### src/rtl/win_pkg.sv
// win_pkg: shared defaults, FSM states and tap-offset helper for window_gen
package win_pkg;
  localparam int DEF_IMG_W = 50;
  localparam int DEF_IMG_H = 50;
  localparam int DEF_PIX_W = 8;
  localparam int DEF_ADDR_W = 14;
  localparam int WIN_TAPS = 9;
  typedef enum logic [1:0] {IDLE, RUN, DRAIN, DONE} state_t;
  function automatic int tap_lsb(input int dr, input int dc, input int pw);
    return (3 * dr + dc) * pw;
  endfunction
endpackage

### src/rtl/window_gen_if.sv
// window_gen_if: pixel memory read port and window stream; win_last exists only with WIN_LAST_EN
interface window_gen_if import win_pkg::*; #(
  parameter int PIX_W = DEF_PIX_W,
  parameter int ADDR_W = DEF_ADDR_W
) ();
  logic [ADDR_W-1:0] mem_rd_addr;
  logic [PIX_W-1:0] mem_rd_data;
  logic win_valid;
  logic win_ready;
  logic [WIN_TAPS*PIX_W-1:0] win_data;
`ifdef WIN_LAST_EN
  logic win_last;
  modport master(output mem_rd_addr, win_valid, win_data, win_last, input mem_rd_data, win_ready);
  modport slave(input mem_rd_addr, win_valid, win_data, win_last, output mem_rd_data, win_ready);
`else
  modport master(output mem_rd_addr, win_valid, win_data, input mem_rd_data, win_ready);
  modport slave(input mem_rd_addr, win_valid, win_data, output mem_rd_data, win_ready);
`endif
endinterface

### src/rtl/line_buffer.sv
// line_buffer: circular row store, read-old-write-new at one index per enabled cycle
module line_buffer #(
  parameter int DEPTH = 50,
  parameter int PIX_W = 8
) (
  input  logic                     clk,
  input  logic                     en,
  input  logic [$clog2(DEPTH)-1:0] idx,
  input  logic [PIX_W-1:0]         din,
  output logic [PIX_W-1:0]         dout
);
  logic [PIX_W-1:0] mem [DEPTH];
  assign dout = mem[idx];
  always_ff @(posedge clk)
    if (en) mem[idx] <= din;
endmodule

### src/rtl/window_gen.sv
// window_gen: raster 3x3 window generator with valid/ready output; WIN_LAST_EN adds win_last
module window_gen import win_pkg::*; #(
  parameter int IMG_W = DEF_IMG_W,
  parameter int IMG_H = DEF_IMG_H,
  parameter int PIX_W = DEF_PIX_W,
  parameter int ADDR_W = DEF_ADDR_W
) (
  input  logic clk,
  input  logic rst_n,
  input  logic start,
  output logic busy,
  output logic done,
  window_gen_if.master m
);
  localparam int CW = $clog2(IMG_W);
  localparam int RW = $clog2(IMG_H);
  localparam logic [ADDR_W-1:0] LAST = ADDR_W'(IMG_W * IMG_H - 1);
  state_t state, state_nxt;
  logic [CW-1:0] col;
  logic [RW-1:0] row;
  logic [ADDR_W-1:0] addr;
  logic [PIX_W-1:0] w [WIN_TAPS];
  logic [PIX_W-1:0] lb0_q, lb1_q;
  logic advance, qual, last_pix, col_end;
  assign advance = state == RUN && (!m.win_valid || m.win_ready);
  assign qual = row >= RW'(2) && col >= CW'(2);
  assign last_pix = addr == LAST;
  assign col_end = col == CW'(IMG_W - 1);
  assign m.mem_rd_addr = addr;
  assign busy = state == RUN || state == DRAIN;
  assign done = state == DONE;
  always_comb begin
    state_nxt = state;
    state_nxt = state == IDLE  ? (start ? RUN : IDLE) :
                state == RUN   ? (advance && last_pix ? DRAIN : RUN) :
                state == DRAIN ? (m.win_valid && m.win_ready ? DONE : DRAIN) : IDLE;
  end
  always_ff @(posedge clk or negedge rst_n)
    if (!rst_n) state <= IDLE;
    else state <= state_nxt;
  always_ff @(posedge clk or negedge rst_n)
    if (!rst_n) begin
      addr <= '0;
      col <= '0;
      row <= '0;
    end else if (state == IDLE && start) begin
      addr <= '0;
      col <= '0;
      row <= '0;
    end else if (advance) begin
      addr <= addr + ADDR_W'(1);
      col <= col_end ? '0 : col + CW'(1);
      row <= col_end ? row + RW'(1) : row;
    end
  // taps only move on advance, so they double as the held output window under stall
  always_ff @(posedge clk or negedge rst_n)
    if (!rst_n) begin
      for (int i = 0; i < WIN_TAPS; i++) w[i] <= '0;
      m.win_valid <= 1'b0;
    end else begin
      if (advance) begin
        for (int i = 0; i < 3; i++) begin
          w[3*i] <= w[3*i+1];
          w[3*i+1] <= w[3*i+2];
        end
        w[2] <= lb0_q;
        w[5] <= lb1_q;
        w[8] <= m.mem_rd_data;
      end
      m.win_valid <= advance ? qual : m.win_valid && !m.win_ready;
    end
`ifdef WIN_LAST_EN
  always_ff @(posedge clk or negedge rst_n)
    if (!rst_n) m.win_last <= 1'b0;
    else m.win_last <= advance ? last_pix : m.win_last && !m.win_ready;
`endif
  for (genvar i = 0; i < 3; i++) begin : g_r
    for (genvar j = 0; j < 3; j++) begin : g_c
      assign m.win_data[tap_lsb(i, j, PIX_W) +: PIX_W] = w[3*i+j];
    end
  end
  line_buffer #(.DEPTH(IMG_W), .PIX_W(PIX_W)) u_lb1 (
    .clk(clk), .en(advance), .idx(col), .din(m.mem_rd_data), .dout(lb1_q)
  );
  line_buffer #(.DEPTH(IMG_W), .PIX_W(PIX_W)) u_lb0 (
    .clk(clk), .en(advance), .idx(col), .din(lb1_q), .dout(lb0_q)
  );
endmodule

### src/flat_wrapper.sv
// flat-port wrapper written by rule: the top's interface ports become plain ports
module window_gen_flat import win_pkg::*;
#(
  parameter int IMG_W = DEF_IMG_W,
  parameter int IMG_H = DEF_IMG_H,
  parameter int PIX_W = DEF_PIX_W,
  parameter int ADDR_W = DEF_ADDR_W
)
  (clk, rst_n, start, busy, done, m_mem_rd_addr, m_win_valid, m_win_data, m_mem_rd_data, m_win_ready);
  window_gen_if #(.PIX_W(PIX_W), .ADDR_W(ADDR_W)) m_i ();
  input  logic clk;
  input  logic rst_n;
  input  logic start;
  output logic busy;
  output logic done;
  output wire logic [$bits(m_i.mem_rd_addr)-1:0] m_mem_rd_addr;
  output wire logic [$bits(m_i.win_valid)-1:0] m_win_valid;
  output wire logic [$bits(m_i.win_data)-1:0] m_win_data;
  input wire logic [$bits(m_i.mem_rd_data)-1:0] m_mem_rd_data;
  input wire logic [$bits(m_i.win_ready)-1:0] m_win_ready;
  assign m_mem_rd_addr = m_i.mem_rd_addr;
  assign m_win_valid = m_i.win_valid;
  assign m_win_data = m_i.win_data;
  assign m_i.mem_rd_data = m_mem_rd_data;
  assign m_i.win_ready = m_win_ready;
  window_gen #(.IMG_W(IMG_W), .IMG_H(IMG_H), .PIX_W(PIX_W), .ADDR_W(ADDR_W)) u_core (.clk(clk), .rst_n(rst_n), .start(start), .busy(busy), .done(done), .m(m_i));
endmodule
### config.mk
export PLATFORM = sky130hd
export DESIGN_NAME = window_gen_flat
export DESIGN_NICKNAME = d
export VERILOG_FILES = /design/src/rtl/win_pkg.sv /design/src/rtl/window_gen_if.sv /design/src/rtl/line_buffer.sv /design/src/rtl/window_gen.sv /design/src/flat_wrapper.sv
export SDC_FILE = /design/constraint.sdc
export NUM_CORES = 1
export LEC_CHECK = 0
export CELL_PAD_IN_SITES_DETAIL_PLACEMENT = 1
export CELL_PAD_IN_SITES_GLOBAL_PLACEMENT = 2
export CORE_MARGIN = 4
export CORE_UTILIZATION = 45
export CTS_BUF_LIST = sky130_fd_sc_hd__clkbuf_4 sky130_fd_sc_hd__clkbuf_8
export DETAILED_ROUTE_END_ITERATION = 10
export DONT_BUFFER_PORTS = 1
export MAX_ROUTING_LAYER = met4
export PLACE_DENSITY_LB_ADDON = 0.1
export REMOVE_ABC_BUFFERS = 1
export SLEW_MARGIN = 30
export SYNTH_ARGS = -nofsm -noshare
export SYNTH_HDL_FRONTEND = slang
export SYNTH_SLANG_ARGS = --single-unit
### constraint.sdc
create_clock -name clk -period 3.5 [get_ports clk]
set_input_delay 0.875 -clock clk [delete_from_list [all_inputs] [get_ports clk]]
set_output_delay 0.875 -clock clk [all_outputs]
set_load 0.05 [all_outputs]
Word level (Yosys, flattened, before mapping)

Memory sizes are Yosys's and may differ from the RTL's. A register that Yosys moved wholly into a read port is not among the register bits.
Cells that the tools add are included.

Register bits: 93
Memory bits (writable): 800
Input bits: 12
Output and inout port bits: 89
Word-level logic and storage cells: 57
Memories kept: 2

$add $sub $neg: 3
Order comparisons: 2
Equality and inequality tests: 5
Mux-type cells: 17
Reductions and logical operators: 15

Memories:

| name             | words | bits a word | read ports | clocked after Yosys merged registers in | write ports | line              | text |
|---|---|---|---|---|---|---|---|
| u_core.u_lb0.mem | 50    | 8           | 1          | 1                                       | 1           | line_buffer.sv:12 | `logic [PIX_W-1:0] mem [DEPTH];` |
| u_core.u_lb1.mem | 50    | 8           | 1          | 0                                       | 1           | line_buffer.sv:12 |  |

Operator list:

| operator                                               | count |
|---|---|
| two-way mux 6 bit                                      | 6 |
| two-way mux 14 bit                                     | 2 |
| adder 14 x 1 -> 14 bit (second input constant)         | 1 |
| equality test 14 x 12 -> 1 bit (second input constant) | 1 |
| adder 6 x 1 -> 6 bit (second input constant)           | 2 |
| >= comparator 6 x 2 -> 1 bit (second input constant)   | 2 |
| two-way mux 2 bit                                      | 4 |
| equality test 6 bit (second input constant)            | 1 |
| logical AND 1 bit                                      | 6 |
| two-way mux 1 bit                                      | 5 |
| equality test 2 bit (second input constant)            | 2 |
| nonzero test 2 bit                                     | 2 |
| logical NOT 1 bit                                      | 3 |
| equality test 2 x 1 -> 1 bit (second input constant)   | 1 |
| logical NOT 2 bit                                      | 1 |
| logical OR 1 bit                                       | 2 |
| AND reduction 2 bit                                    | 1 |

Depth between registers and ports, before layout

Gate-level depths: netlist of run 1.

Depth after elaboration: 7
Depth in mapped cells: 12
Mapped depth without buffers: 7

Hierarchy

A second synthesis of run 1 with hierarchy kept.

Cells, all modules: 2225
Area, all modules: 35750.5 um^2

Modules (own cells, without submodules):

| module      | instances | cells each | area an instance (um^2) | seq. area each (um^2) |
|---|---|---|---|---|
| line_buffer | 2         | 870        | 15717.6                 | 12011.5 |
| window_gen  | 1         | 485        | 4315.4                  | 2527.4 |

Worst setup path before layout of run 1

Ideal clock, no wire load.

Kind: register to register
Start point: register u_core.col[2]
End point: memory u_core.u_lb0.mem[49][0], enable pin
Setup time: 430 ps
Arrival: 3239 ps
Required time: 3070 ps
Path slack: -170 ps
Cell stages (with the launch flop): 8
Buffers on the path: 4
Period minus slack after synthesis: 3670 ps
Path through: dfrtp_1 > buf_6 > buf_6 > inv_2 > buf_1 > clkbuf_1 > nand2_1 > nor4_1

RTL lines:

| what                     | line              | text |
|---|---|---|
| start: declaration       | window_gen.sv:19  | `logic [CW-1:0] col;` |
| start signal: assignment | window_gen.sv:52  | `col <= col_end ? '0 : col + CW'(1);` |
| end: declaration         | line_buffer.sv:12 |  |

No word-level cell before the write port.

Worst setup path in the final report of run 1

Start point: register u_core.col[2]
End point: memory u_core.u_lb0.mem[26][7], data pin

Word-level cells in the longest chain between the ends: 1

Ends and longest elaborated chain:

| what                | line             | text |
|---|---|---|
| memory (50 x 8 bit) | n/a              |  |
| via u_core.lb1_q[7] | window_gen.sv:23 | `logic [PIX_W-1:0] lb0_q, lb1_q;` |

The timed path passes the listed nets, and every way through them passes these cells.

==> flow_summary.yaml, run 1 <==
power:
  p_leak_uw: 0.01430
  p_int_uw: 22800
  powerDensity_nw_per_um2: 885.4
  power_frac_comb_pct: 30.7
  power_frac_seq_pct: 43.2
  clkPwrFrac_pct: 26.1
  p_switching_uw: 13950
  ir_drop_v: 0.0004772
  p_sw_share_pct: 37.96
sta:
  final.setup.tns_ns: -1.252
  finalClockSkew_ns: 0.03975
  period_needed_ns: 3.603
  setup_ws_ns: -0.1032
  fmaxAchievable_ghz: 0.2775
  hold_viol: 0
  min_period_over_period_pct: 102.9
  tightest_slew_ns: 0.9213
  rsz0062_at_grt: "false"
  slew_viol_final: 0
  setup_violations: 13
  maxSlewHeadroom_pct: 38.31
floorplanning:
  ioPinCount: 101
  dieArea_sq_um: 83000
  start_util_pct: 45.50
  row_count: 102
  core_area_sq_um: 77590
  die_w_um: 288.1
  die_height_um: 288.1
synthesis:
  synth.most_common_cell: "edfxtp_1"
  ys_types: 78
  synth_warnings: 0
  synth_top_area_share_pct: 68.05
  synth_edf_count: 800
  synth-seq-cells: 901
  avgSynthCellArea_sq_um: 16.51
  synth_top_area_cell: "edfxtp_1"
  syn-instance-count: 2138
  synthTopCellsByArea: "edfxtp_1 68%, dfrtp_1 7.2%, mux2i_1 3.8%"
  synth-async-reset-ratio_pct: 11.21
  seq_area_frac_synth_pct: 75.21
  syn_area_sq_um: 35300
  synth_commonest_cells: "800 x edfxtp_1, 242 x nand2_1, 134 x mux2i_1, 114 x nor2_1, 101 x dfrtp_1"
  synth_flop_cell: "edfxtp_1"
placement:
  place_congestion: 0.9347
  post-dp-hpwl_um: 76740
  port_buffers: 0
cells_and_area:
  area_delta_synth_final_pct: 17.60
  regArea_sq_um: 26560
  layout.nets: 2421
  drive_gt1_share_pct: 24.27
  fill_cells: 7360
  multi_input_area_sq_um: 8095
  final_util_pct: 53.50
clock_tree:
  cts-buffers-inserted: 154
  cts.path.max_buffers: 3
  h-tree-depth: 4
  clkSinkCount: 901
  cts_tree: "yes"
  cts.clk_slew.worst_paths_ns: 0.06
  worstSkewPairLatency_ns: 0.83
  root_buffer: "clkbuf_8"
drt:
  drc: 0
  routedWlPerCell_um: 33.62
  drt_iter0_drc: 2448
  ant_nets: 0
  num_vias: 21942
  routed_via_density: 6.148
  drt_wl_total_um: 120000
  drt-pass1-iter-count: 5
min_path:
  holdPathStages: 0
  hold_path.class: "input port to flip-flop"
  min_from: "m_mem_rd_data[4]"
  hold_path_end: "u_core.u_lb1.mem[28][4]$_DFFE_PP_"
run:
  max-cap-violations: 0
worst_setup_path:
  cp-start-kind: "flip-flop"
  end_kind: "flip-flop"
  required_ns: 4.05
  worst_ep_arrival_time_ns: 4.16
  r2r_end: "u_core.u_lb0.mem[26][7]$_DFFE_PP_"
  rrSetupSlack_ns: -0.10
  worstSetupPathType: "flip-flop to flip-flop"
  r2r_cells: 10
  r2r_start: "u_core.col[2]$_DFFE_PN0P_"
  cp_max_fo: 22
global_route:
  grt_pass1_vias: 22321
  grt_use_total_pct: 30.00
  antenna_found_initial: 4
  grt_pass1_wl_um: 170300
  grt_overflow: 0
  grt_max_degree: 102
run_status:
  status: "finished with violations"
  violations: "negative setup slack"
==> layout make-up <==
type / instances / area share (%)
Antenna cell: 3 / 0.01808
Clock buffer: 212 / 6.245
Clock inverter: 71 / 1.224
Inverter: 11 / 0.09946
Multi-Input combinational cell: 1095 / 19.50
Sequential cell: 901 / 63.98
Tap cell: 1040 / 3.134
Timing Repair Buffer: 236 / 5.799
==> kinds of logic (layout without fill, tap and decap cells) <==
family | after synthesis | in the layout | synth area share, %
AO/OA/AOI/OAI | 379 | 379 | 7.787
XOR/XNOR | 19 | 19 | 0.4714
adder cells (fa/ha/maj) | 10 | 10 | 0.3544
buffers and inverters | 142 | 530 | 2.084
flip-flops | 901 | 901 | 75.21
multiplexers | 237 | 237 | 8.542
other | 0 | 3 | 0
AND/OR/NAND/NOR | 450 | 450 | 5.554
==> placed cells by master (no fill, tap or decap), types with 17 or more instances in the layout <==
master and n:
a22o_1 21, mux2i_1 134, o22ai_1 52, clkinv_2 20, edfxtp_1 800, a21oi_1 51, o21ai_0 39, clkinv_1 33
a22oi_1 53, a221oi_1 55, buf_12 49, clkbuf_4 52, mux2_2 46, a31oi_1 17, nor2_1 112, buf_4 185
mux4_2 45, dfrtp_1 98, clkbuf_8 160, nand2_1 241
==> through the flow <==
| stage | hold WS [ns] | setup WS (ns) | instance area (sq um) | power (uW) | std cells |
|---|---|---|---|---|---|
| finish | 0.1509 | -0.1032 | 41510 | 36760 | 3569 |
| floorplan | 0.4962 | -5.898 | 34610 | 21430 | 2007 |
| CTS | 0.07907 | 0.06114 | 41500 | 36830 | 3566 |
| global route | 0.09018 | 0.03452 | 41510 | 38070 | 3569 |
| detailed placement | 0.5310 | 0.06791 | 38360 | 27190 | 3281 |
| global placement | 0.5202 | 0.1591 | 38360 | 26870 | 3281 |
==> critical path: stages, from the launching register on <==
cell and delay (ns):
dfrtp_4 0.58, buf_12 0.24, buf_12 0.20, mux2_2 0.37, a22oi_1 0.38, o22ai_1 0.16
o21ai_0 0.51, buf_4 0.21, nand4_1 0.20, buf_12 0.27, buf_12 0.17
==> sequential cells by signal (all words and copies together), names as in the netlist <==
name,flops
u_core.m.win_data,72
u_core.m.mem_rd_addr,14
u_core.row,6
u_core.m.win_valid,1
u_core.u_lb1.mem,400
u_core.u_lb0.mem,400
u_core.state,2
u_core.col,6
==> power by group through the flow <==
stage	registers, uW	clock network, uW	logic, uW
2_1_floorplan	16400	0	5040
3_3_place_gp	16100	0	10800
3_5_place_dp	16100	0	11100
4_1_cts	15900	9780	11200
5_1_grt	15900	10300	11800
6_report	15900	9600	11300
==> worst max-delay path by stage <==
stage,start,to,slack [ns]
global route,u_core.col[2]$_DFFE_PN0P_,u_core.u_lb0.mem[26][7]$_DFFE_PP_,0.03
CTS,u_core.col[2]$_DFFE_PN0P_,u_core.u_lb0.mem[26][7]$_DFFE_PP_,0.06
global placement,u_core.col[2]$_DFFE_PN0P_,u_core.u_lb0.mem[4][5]$_DFFE_PP_,0.16
detailed placement,u_core.col[2]$_DFFE_PN0P_,u_core.u_lb0.mem[13][7]$_DFFE_PP_,0.07
floorplan,u_core.col[1]$_DFFE_PN0P_,u_core.m.win_data[46]$_DFFE_PN0P_,-5.90
finish,u_core.col[2]$_DFFE_PN0P_,u_core.u_lb0.mem[26][7]$_DFFE_PP_,-0.10
==> timing repair <==
| action | CTS | global route |
|---|---|---|
| hold buffers | 2 | 0 |
| gates resized for setup | 0 | 1 |
| endpoints found under the hold margin | 101 | 0 |
| endpoints found under the setup margin | 0 | 27 |
| setup buffers | 0 | 0 |
==> routing by layer <==
metal  GRT usage (%)  part of all wire [%]  up-vias
met5               -                     0        -
met4           9.402                   3.0        0
met3           5.907                   8.0      207
met2           46.19                    47     1056
met1           40.75                    42    11695
li1                -                     -     8984
(Power assumes the default switching activity.)
==> run 2, diff against run 1 <==
- CORE_UTILIZATION: 45 -> 50
- clock period: 3.5 -> 3.7 ns (I/O delays scaled with it)
==> run 2 against run 1 <==
  * The run now ends clean
  * Core utilization up 4.9 points
  * Hold slack worse by 0.089 ns
  * Combinational power fell by 9%
  * Sequential power fell by 6%
  * Largest cell class unchanged
  * Clock power fell by 8.5%
  * Final area down 1.5%
  * Clock-buffer cell count is 11 higher
==> flow_summary.yaml, run 2 (synthesis results as in run 1) <==
run_status:
  status: "finished, final reports clean"
floorplanning:
  start_util_pct: 50.41
  row_count: 97
  ioPinCount: 101
  die_w_um: 273.7
  core_area_sq_um: 70030
  dieArea_sq_um: 74920
  die_height_um: 273.7
sta:
  rsz0062_at_grt: "false"
  slew_viol_final: 0
  setup_violations: 0
  hold_viol: 0
  finalClockSkew_ns: 0.03862
  setup_ws_ns: 0.02438
  min_period_over_period_pct: 99.34
  maxSlewHeadroom_pct: 30.97
  period_needed_ns: 3.676
  fmaxAchievable_ghz: 0.2721
  tightest_slew_ns: 1.025
clock_tree:
  cts.clk_slew.worst_paths_ns: 0.06
  clkSinkCount: 901
  cts.path.max_buffers: 3
  cts-buffers-inserted: 149
  h-tree-depth: 4
  cts_tree: "yes"
  worstSkewPairLatency_ns: 0.81
  root_buffer: "clkbuf_8"
worst_setup_path:
  worstSetupPathType: "flip-flop to flip-flop"
  end_kind: "flip-flop"
  r2r_cells: 9
  worst_ep_arrival_time_ns: 4.27
  cp_max_fo: 27
  required_ns: 4.30
  cp-start-kind: "flip-flop"
drt:
  ant_nets: 0
  drt_wl_total_um: 118700
  num_vias: 22020
  drc: 0
  drt-pass1-iter-count: 5
  routedWlPerCell_um: 34.47
  drt_iter0_drc: 2852
  routed_via_density: 6.394
global_route:
  grt_overflow: 0
  grt_use_total_pct: 32.80
  grt_max_degree: 102
  grt_pass1_wl_um: 167600
  antenna_found_initial: 5
  grt_pass1_vias: 22271
cells_and_area:
  area_delta_synth_final_pct: 15.84
  final_area_sq_um: 40890
  layout_commonest_cell: "edfxtp_1"
  final_util_pct: 58.40
  final_cell_mix: "800 x edfxtp_1, 241 x nand2_1, 198 x buf_4, 165 x clkbuf_8, 134 x mux2i_1"
  drive_gt1_share_pct: 23.76
  layout.nets: 2404
power:
  total_power_uw: 34000
  powerDensity_nw_per_um2: 831.3
  ir_drop_v: 0.0004554
  p_leak_uw: 0.01414
placement:
  place_congestion: 0.9787
  post-dp-hpwl_um: 74800
  dp_worst_setup_slack_ns: 0.06113
  placed_cell_area_sq_um: 37770
  port_buffers: 0
min_path:
  hold_path.class: "input port to async pin"
run:
  max-cap-violations: 0
[run 2: cell types whose count changed in the layout (fill, tap and decap cells not counted), moves of 3 or more]
cell / change
clkinv_2: -7
clkbuf_8: +5
clkbuf_4: +6
buf_12: -26
clkinv_1: -8
buf_4: +13
clkinv_8: -3
[run 2: layer usage]
metal / vias to the layer above / global-route usage [%] / routed length, um
met2: 1255 / 48.63 / 54440
met3: 260 / 8.783 / 11990
li1: 8930 / - / -
met5: - / - / 0
met1: 11575 / 44.09 / 47630
met4: 0 / 12.13 / 4658
[run 2: worst paths after layout]
| check | endpoint | startpoint | slack (ns) |
|---|---|---|---|
| max | u_core.u_lb0.mem[4][3]$_DFFE_PP_ | u_core.col[0]$_DFFE_PN0P_ | 0.02 |
| min | u_core.col[0]$_DFFE_PN0P_ | rst_n | 0.06 |
| max reg2reg | u_core.u_lb0.mem[4][3]$_DFFE_PP_ | u_core.col[0]$_DFFE_PN0P_ | 0.02 |
| min reg2reg | u_core.row[5]$_DFFE_PN0P_ | u_core.row[5]$_DFFE_PN0P_ | 0.55 |
| max in group asynchronous | u_core.m.win_data[27]$_DFFE_PN0P_ | rst_n | 3.13 |
| min in group clk | u_core.u_lb1.mem[28][7]$_DFFE_PP_ | m_mem_rd_data[7] | 0.22 |
[run 2: timing repair]
item | in CTS | in global routing
endpoints found under the hold margin | 101 | 0
pin swaps | 0 | 1
hold buffers | 1 | 0
endpoints found under the setup margin | 26 | 50
buffers inserted | 0 | 12
gates resized for setup | 1 | 2
[run 2: metrics by stage]
| step | std cells | setup TNS (ns) | hold WS, ns |
|---|---|---|---|
| floorplan | 2007 | -5110.85 | 0.4962 |
| global placement | 3158 | 0 | 0.5199 |
| detailed placement | 3158 | 0 | 0.5261 |
| CTS | 3428 | 0 | 0.03319 |
| global route | 3444 | 0 | 0.06586 |
| finish | 3444 | 0 | 0.06217 |
[run 2: worst max-delay path, cell delays in order (launching register included)]
cell and delay, ns:
dfrtp_4 0.61, buf_12 0.23, nor2_4 0.37, buf_12 0.26, a221oi_1 0.11, o21ai_0 0.84, a211oi_1 0.23, buf_4 0.20
o211ai_1 0.23, buf_4 0.33
[run 2: layout make-up]
cell class                      count  area, sq um
Antenna cell                        4        10.01
Clock buffer                      223         2706
Clock inverter                     46        275.3
Fill cell                        6457        29130
Inverter                           11        41.29
Multi-Input combinational cell   1095         8094
Sequential cell                   901        26560
Tap cell                          940         1176
Timing Repair Buffer              224         2029
[run 2: power by group]
group / internal (uW) / leakage (uW) / switching, uW / total [uW]
sequential: 13000 / 0.00847 / 1940 / 15000
clock: 4810 / 0.00160 / 3970 / 8780
combinational: 3320 / 0.00407 / 6940 / 10300
==> run 3, diff against run 2 <==
- GPL_TIMING_DRIVEN: default -> 0
==> run 3 against run 2 <==
  * The run now ends with negative setup slack left
  * Critical path depth down 1
  * Global-route usage down 2.7 points
  * Total power down 0.14%
  * Core utilization up 0.068 points
  * Combinational power about the same
  * First-iteration DRC count down 19%
  * Via count down 4.9%
  * Non-clock buffer count down 139
  * Flip-flop and latch count unchanged
==> flow_summary.yaml, run 3 (synthesis results as in run 1) <==
drt:
  drc: 0
  num_vias: 20933
  wl_met1_um: 44510
  routedWlPerCell_um: 33.24
  drt_wl_total_um: 109900
  highest_layer: "met4"
  drt_iter0_drc: 2308
  met3_length_um: 9598
  ant_nets: 0
  drt-pass1-iter-count: 5
  routed_via_density: 6.330
  route.met2.wl_um: 52280
min_path:
  hold_path.class: "input port to async pin"
global_route:
  grt_use_total_pct: 30.12
  antenna_found_initial: 2
  grt_max_degree: 102
  grt_overflow: 0
  grt_pass1_vias: 21518
  grt_pass1_wl_um: 155800
worst_setup_path:
  worstSetupPathType: "flip-flop to flip-flop"
  worst_ep_arrival_time_ns: 4.21
  cp_max_fo: 39
  cp-start-kind: "flip-flop"
  required_ns: 4.20
  end_kind: "flip-flop"
clock_tree:
  h-tree-depth: 4
  worstSkewPairLatency_ns: 0.80
  clkSinkCount: 901
  cts-buffers-inserted: 152
  cts_tree: "yes"
  cts.path.max_buffers: 3
  root_buffer: "clkbuf_8"
  cts.clk_slew.worst_paths_ns: 0.06
run_status:
  status: "finished with violations"
  violations: "negative setup slack"
cells_and_area:
  final_cell_mix: "800 x edfxtp_1, 237 x nand2_1, 161 x clkbuf_8, 134 x mux2i_1, 98 x dfrtp_1"
  layout_commonest_cell: "edfxtp_1"
  final_util_pct: 58.46
  regArea_sq_um: 26560
  multi_input_area_sq_um: 8646
  fill_cells: 6249
  layout.nets: 2271
  drive_gt1_share_pct: 22.27
  area_delta_synth_final_pct: 15.97
floorplanning:
  start_util_pct: 50.41
  die_w_um: 273.7
  core_area_sq_um: 70030
  row_count: 97
  ioPinCount: 101
  die_height_um: 273.7
  dieArea_sq_um: 74920
power:
  power_frac_seq_pct: 44.1
  total_power_uw: 33950
  power_frac_comb_pct: 30.6
  ir_drop_v: 0.0006357
  p_leak_uw: 0.01366
  p_int_uw: 21060
  clkPwrFrac_pct: 25.4
  powerDensity_nw_per_um2: 829.2
  p_sw_share_pct: 37.97
  p_switching_uw: 12890
sta:
  period_needed_ns: 3.713
  finalClockSkew_ns: 0.03843
  fmaxAchievable_ghz: 0.2693
  whs_ns: 0.06564
  hold_viol: 0
  rsz0062_at_grt: "true"
  min_period_over_period_pct: 100.3
  setup_violations: 21
  slew_viol_final: 0
  setup_ws_ns: -0.01293
  maxSlewHeadroom_pct: 31.90
  tightest_slew_ns: 1.021
placement:
  place_congestion: 0.8577
  post-dp-hpwl_um: 66060
  port_buffers: 0
run:
  max-cap-violations: 0
==> run 3: changes by cell type in the layout (fill, tap and decap cells not counted), moves of 6 or more <==
cell	previous run	this run
nor2b_4	0	6
buf_2	0	11
nor2_1	113	63
clkinv_1	25	31
nor2_4	2	51
buf_4	198	15
buf_6	0	7
buf_16	3	39
buf_12	23	11
==> run 3: critical path, cell delays in order (launching register included) <==
cell	delay (ns)
dfrtp_4	0.53
buf_16	0.22
inv_2	0.75
a21oi_1	0.16
o31ai_4	0.47
o2111ai_1	0.21
nor3_2	0.49
nand2_4	0.23
buf_12	0.23
==> run 3: layout make-up <==
| type | count | share of cell area, % |
|---|---|---|
| clock buffer | 219 | 6.476 |
| tap | 940 | 2.873 |
| sequential | 901 | 64.88 |
| antenna | 1 | 0.006112 |
| inverter | 11 | 0.1192 |
| clock inverter | 52 | 0.6723 |
| timing repair buffer | 85 | 3.860 |
| multi-input combinational | 1098 | 21.12 |
==> run 3: power groups by stage <==
| stage | logic [uW] | registers [uW] | clock network [uW] |
|---|---|---|---|
| detailed placement | 9700 | 15200 | 0 |
| global route | 10800 | 15000 | 9270 |
| floorplan | 4770 | 15500 | 0 |
| global placement | 6950 | 15600 | 0 |
| finish | 10400 | 15000 | 8610 |
| CTS | 10200 | 15000 | 8740 |
==> run 3: worst paths after layout <==
kind                                                     end  slack [ns]                      start  cells past startpoint
max                         u_core.u_lb0.mem[3][1]$_DFFE_PP_       -0.01  u_core.col[2]$_DFFE_PN0P_                      8
min                        u_core.m.win_data[45]$_DFFE_PN0P_        0.07                      rst_n                      1
max reg2reg                 u_core.u_lb0.mem[3][1]$_DFFE_PP_       -0.01  u_core.col[2]$_DFFE_PN0P_                      8
min reg2reg                        u_core.row[4]$_DFFE_PN0P_        0.58  u_core.row[4]$_DFFE_PN0P_                      2
max in group asynchronous  u_core.m.win_data[60]$_DFFE_PN0P_        3.14                      rst_n                      1
min in group clk            u_core.u_lb1.mem[8][7]$_DFFE_PP_        0.23           m_mem_rd_data[7]                      0
==> run 3: metrics by stage <==
| stage | setup slack [ns] | cell area (sq um) | setup TNS, ns | std cells |
|---|---|---|---|---|
| after floorplan | -5.698 | 34610 | -5110.85 | 2007 |
| after global placement | -17.74 | 35780 | - | 2947 |
| after detailed placement | -0.9656 | 37710 | -145.42 | 3020 |
| after CTS | 0.0003864 | 40880 | 0 | 3304 |
| after global routing | -0.03232 | 40940 | -0.4444 | 3307 |
| final | -0.01293 | 40940 | -0.1064 | 3307 |
==> run 3: repair_timing <==
item | in CTS | in global routing
buffers inserted | 10 | 0
hold endpoints to repair | 101 | 0
gates resized for setup | 20 | 5
setup endpoints to repair | 446 | 51
cloned | 2 | 2
hold buffers | 1 | 0
pin swaps | 2 | 2
==> run 3: layer usage <==
layer | up-vias | global-route usage, %
met2 | 1052 | 46.71
met4 | 0 | 9.530
met3 | 213 | 6.337
met1 | 11003 | 40.49
met5 | - | -
li1 | 8665 | -
